### src/rtl/inst_fetch_stage.sv
// Instruction fetch front-end: PC register driving a combinational-read SRAM,
// with a show-ahead prefetch FIFO to decode that is flushed by execute redirects.
module inst_fetch_stage #(
  parameter int                    DATA_WIDTH = 16,
  parameter int                    ADDR_WIDTH = 16,
  parameter int                    DEPTH      = 4,
  parameter logic [ADDR_WIDTH-1:0] RESET_PC   = '0
) (
  input  logic                         clk,
  input  logic                         reset,
  output logic [ADDR_WIDTH-1:0]        addr_0,
  input  logic [DATA_WIDTH-1:0]        inst_in,
  input  logic                         redirect_valid,
  input  logic [ADDR_WIDTH-1:0]        redirect_pc,
  output logic                         out_valid,
  output logic [DATA_WIDTH-1:0]        out_inst,
  output logic [ADDR_WIDTH-1:0]        out_pc,
  input  logic                         out_ready,
  output logic [$clog2(DEPTH):0]       fifo_count
);

  localparam int PTR_W = $clog2(DEPTH);
  localparam int CNT_W = PTR_W + 1;

  logic [ADDR_WIDTH-1:0] fetchPc_q, fetchPc_d;
  logic [CNT_W-1:0]      count_q, count_d;
  logic [PTR_W-1:0]      rdPtr_q, rdPtr_d;
  logic [PTR_W-1:0]      wrPtr_q, wrPtr_d;
  logic [ADDR_WIDTH-1:0] memPc_q   [DEPTH];
  logic [DATA_WIDTH-1:0] memInst_q [DEPTH];

  logic pop;
  logic push;

  assign pop  = (count_q != '0) && out_ready;
  // A full FIFO can still accept a fetch when the head leaves in the same cycle.
  assign push = !redirect_valid && ((count_q < CNT_W'(DEPTH)) || pop);

  always_comb begin
    fetchPc_d = fetchPc_q;
    count_d   = count_q;
    rdPtr_d   = rdPtr_q;
    wrPtr_d   = wrPtr_q;
    if (redirect_valid) begin
      fetchPc_d = redirect_pc;
      count_d   = '0;
      rdPtr_d   = '0;
      wrPtr_d   = '0;
    end else begin
      if (push) begin
        wrPtr_d   = wrPtr_q + PTR_W'(1);
        fetchPc_d = fetchPc_q + ADDR_WIDTH'(1);
      end
      if (pop) begin
        rdPtr_d = rdPtr_q + PTR_W'(1);
      end
      if (push && !pop) begin
        count_d = count_q + CNT_W'(1);
      end else if (!push && pop) begin
        count_d = count_q - CNT_W'(1);
      end
    end
  end

  always_ff @(posedge clk) begin
    if (reset) begin
      fetchPc_q <= RESET_PC;
      count_q   <= '0;
      rdPtr_q   <= '0;
      wrPtr_q   <= '0;
    end else begin
      fetchPc_q <= fetchPc_d;
      count_q   <= count_d;
      rdPtr_q   <= rdPtr_d;
      wrPtr_q   <= wrPtr_d;
    end
  end

  // Storage needs no reset: entries are only observed once count covers them.
  always_ff @(posedge clk) begin
    if (push && !reset) begin
      memPc_q[wrPtr_q]   <= fetchPc_q;
      memInst_q[wrPtr_q] <= inst_in;
    end
  end

  assign addr_0     = fetchPc_q;
  assign out_valid  = (count_q != '0);
  assign out_inst   = memInst_q[rdPtr_q];
  assign out_pc     = memPc_q[rdPtr_q];
  assign fifo_count = count_q;

endmodule

### config.mk
export PLATFORM = sky130hd
export DESIGN_NAME = inst_fetch_stage
export DESIGN_NICKNAME = d
export VERILOG_FILES = /design/src/rtl/inst_fetch_stage.sv
export SDC_FILE = /design/constraint.sdc
export NUM_CORES = 1
export LEC_CHECK = 0
export CAP_MARGIN = 25
export CORE_ASPECT_RATIO = 0.7
export CORE_MARGIN = 2
export CORE_UTILIZATION = 30
export CTS_BUF_LIST = sky130_fd_sc_hd__clkbuf_4 sky130_fd_sc_hd__clkbuf_8 sky130_fd_sc_hd__clkbuf_16
export CTS_CLUSTER_SIZE = 24
export DETAILED_ROUTE_END_ITERATION = 7
export PLACE_DENSITY_LB_ADDON = 0.05
export SETUP_SLACK_MARGIN = 0.3
export SYNTH_ARGS = -nofsm -noshare
export SYNTH_HDL_FRONTEND = slang
export SYNTH_SLANG_ARGS = --single-unit
### constraint.sdc
create_clock -name clk -period 6 [get_ports clk]
set_input_delay 1.2 -clock clk [delete_from_list [all_inputs] [get_ports clk]]
set_output_delay 1.2 -clock clk [all_outputs]
set_load 0.02 [all_outputs]
==> impl_metrics.json <==
{
  "rsz0062_at_grt": "false",
  "status": "completed",
  "cts_tree": "done",
  "syn_area_per_cell_um2": 18.4,
  "slew_headroom_pct": 35.5,
  "period_needed_ps": 3880,
  "first_pass_iters": 4,
  "ys_ff_latch": 153,
  "synthArstFlopShare_pct": 0,
  "synth_cell_type_count": 40,
  "setup_viol": 0,
  "start_util_pct": 30.3,
  "syn_to_final_growth_pct": 31.5,
  "worst_pin_slew_ps": 967,
  "hold_path.class": "reg -> reg",
  "report.final.hold_viol_count": 0,
  "antenna_found_initial": 0,
  "crit_type": "reg -> out",
  "synth_top_area_cell": "edfxtp_1",
  "setup-tns-final_ps": 0,
  "ys_warn_count": 0,
  "peakVddDrop_v": 0.000193,
  "power.density_mw_per_mm2": 340,
  "drc": 0,
  "yosys_most_used_dff": "edfxtp_1",
  "p_leak_nw": 2.51,
  "fmax_mhz": 258,
  "endpoint_kind": "output pin",
  "worst_setup_path_start_kind": "register",
  "hold_buffers": 0,
  "critPathArrivalTime_ps": 2680,
  "postSynthNetCount": 367,
  "dieArea_mm2": 0.0210,
  "finalNetCount": 460,
  "post-place-ws_ps": 2130,
  "grt_pass1_vias": 3222,
  "required_ps": 4800,
  "grt_max_degree": 33,
  "syn_inst": 324,
  "via_per_inst": 4.59,
  "rows": 43,
  "synth_edf_count": 128,
  "grt_pass1_wl_um": 19200,
  "clk_path_buf_depth": 2,
  "syn_area_mm2": 0.00595,
  "path_clk_slew_ps": 60,
  "worst_slack_ps": 2120,
  "drtIter0Drc": 179,
  "numCtsBuffers": 17,
  "core_mm2": 0.0196,
  "fp.dieW_um": 172,
  "ant_nets": 0,
  "drive_gt1_share_pct": 17.7,
  "insertion_delay_ps": 420,
  "worst_hold_slack_ps": 531,
  "dp.cells": 667,
  "antennaDiodeCount": 0,
  "num_io_pins": 88,
  "clockRootBuffer": "clkbuf_16",
  "synthTopCellsByArea": "edfxtp_1, mux4_2, dfxtp_1, ha_1, nor2_1",
  "wl_um": 12800,
  "reg2regPathDepth": 5,
  "skew_ps": 9.38,
  "cap_violations": 0,
  "cts_resized": 0,
  "post_cts_buffers": 0,
  "instances_no_fill": 700,
  "path_max_fanout": 22,
  "place_congestion": 0.706,
  "htreeDepth": 4,
  "die_h_um": 122,
  "overflow": 0,
  "seq_area_frac_synth_pct": 73.0,
  "dp_hpwl_um": 7720,
  "post-route-period-util_pct": 64.7,
  "via_count": 3216,
  "drv_slew": 0,
  "clkSinkCount": 153,
  "numPortBuffers": 87,
  "grtUsageTotal_pct": 12.9,
  "hold_depth": 2,
  "routedWlPerCell_um": 18.3,
  "synth_top_area_share_pct": 64.6
}
[logic make-up (layout without fill, tap and decap cells)]
family                     count (synthesis)  after routing  synth area share (%)
DFF                                      153            153                  73.0
adders and majority gates                  7              7                  1.60
AOI/OAI and AO/OA                         30             30                  3.81
xor gates and xnor gates                  12             12                  1.77
buffers and inverters                     24            130                  1.62
and+or+nand+nor                           65             65                  5.87
muxes                                     33             33                  12.3
[metal layers]
layer | wire length, um | up-vias | track usage, %
met5 | 0 | - | 0
met4 | 199 | 0 | 4.78
met3 | 568 | 13 | 3.80
met2 | 5760 | 74 | 19.1
met1 | 6270 | 1638 | 18.2
li1 | - | 1491 | -
[worst paths after layout]
check,startpoint,end,slack (ps)
max,register,out_pc[2],2120
min,fifo_count[2]$_SDFFE_PP0P_,fifo_count[2]$_SDFFE_PP0P_,530
max reg2reg,addr_0[0]$_SDFFE_PP0P_,addr_0[12]$_SDFFE_PP0P_,3750
min reg2reg,fifo_count[2]$_SDFFE_PP0P_,fifo_count[2]$_SDFFE_PP0P_,530
[placed cells by master, fill, tap and decap left out, drive strengths merged, types with 6 or more instances in the layout]
cell type	count
ha	6
or3	6
xor2	7
clkbuf	18
inv	9
a211oi	7
a311oi	6
edfxtp	128
nor2	19
nand3	7
clkdlybuf4s50	87
dfxtp	25
nand2	11
mux4	32
bufinv	7
[cells in the mapped netlist, types with 2 or more instances]
cell type,n
a2111oi_0,2
a211oi_1,7
a21oi_1,4
a311oi_1,6
and3_1,5
and4_1,3
buf_1,3
buf_2,4
clkbuf_1,7
dfxtp_1,25
edfxtp_1,128
ha_1,6
inv_1,9
mux4_2,32
nand2_1,11
nand2b_1,2
nand3_1,7
nand4_1,2
nor2_1,19
nor4_1,3
o21ai_0,4
o31ai_1,3
or3_1,4
or4_1,2
xnor2_1,5
xor2_1,7
[flip-flops by register name (all words and copies together) (netlist names), named ones only]
name	cells
addr_0	16
fifo_count	3
memInst_q	64
memPc_q	64
rdPtr_q	2
wrPtr_q	2
[power breakdown]
| part | switching, mW | leakage [nW] | total, mW | internal [mW] |
|---|---|---|---|---|
| Clock | 0.407 | 0.328 | 1.23 | 0.822 |
| Combinational | 0.104 | 0.796 | 0.214 | 0.109 |
| Sequential | 0.0326 | 1.38 | 1.22 | 1.19 |
| Total | 0.544 | 2.51 | 2.66 | 2.12 |
[metrics by stage]
stage               util [%]  cell area (um2)  total power [mW]
detailed placement      36.2             7110              1.46
global route            39.8             7820              2.75
CTS                     39.7             7790              2.69
global placement        36.2             7110              1.46
finish                  39.8             7820              2.66
floorplan                  -             5950              1.34
[final cells by class]
class	instances	area (um2)
Clock inverter	14	251
Fill cell	1784	11800
Clock buffer	18	433
Sequential cell	153	4350
Multi-Input combinational cell	147	1510
Timing Repair Buffer	89	906
Inverter	9	33.8
Tap cell	270	338
[worst max-delay path, stage by stage, from the launching register on]
cell             delay (ps)
dfxtp_2                 570
buf_4                   500
mux4_2                  610
clkdlybuf4s50_1         570
(Power assumes the default switching activity.)
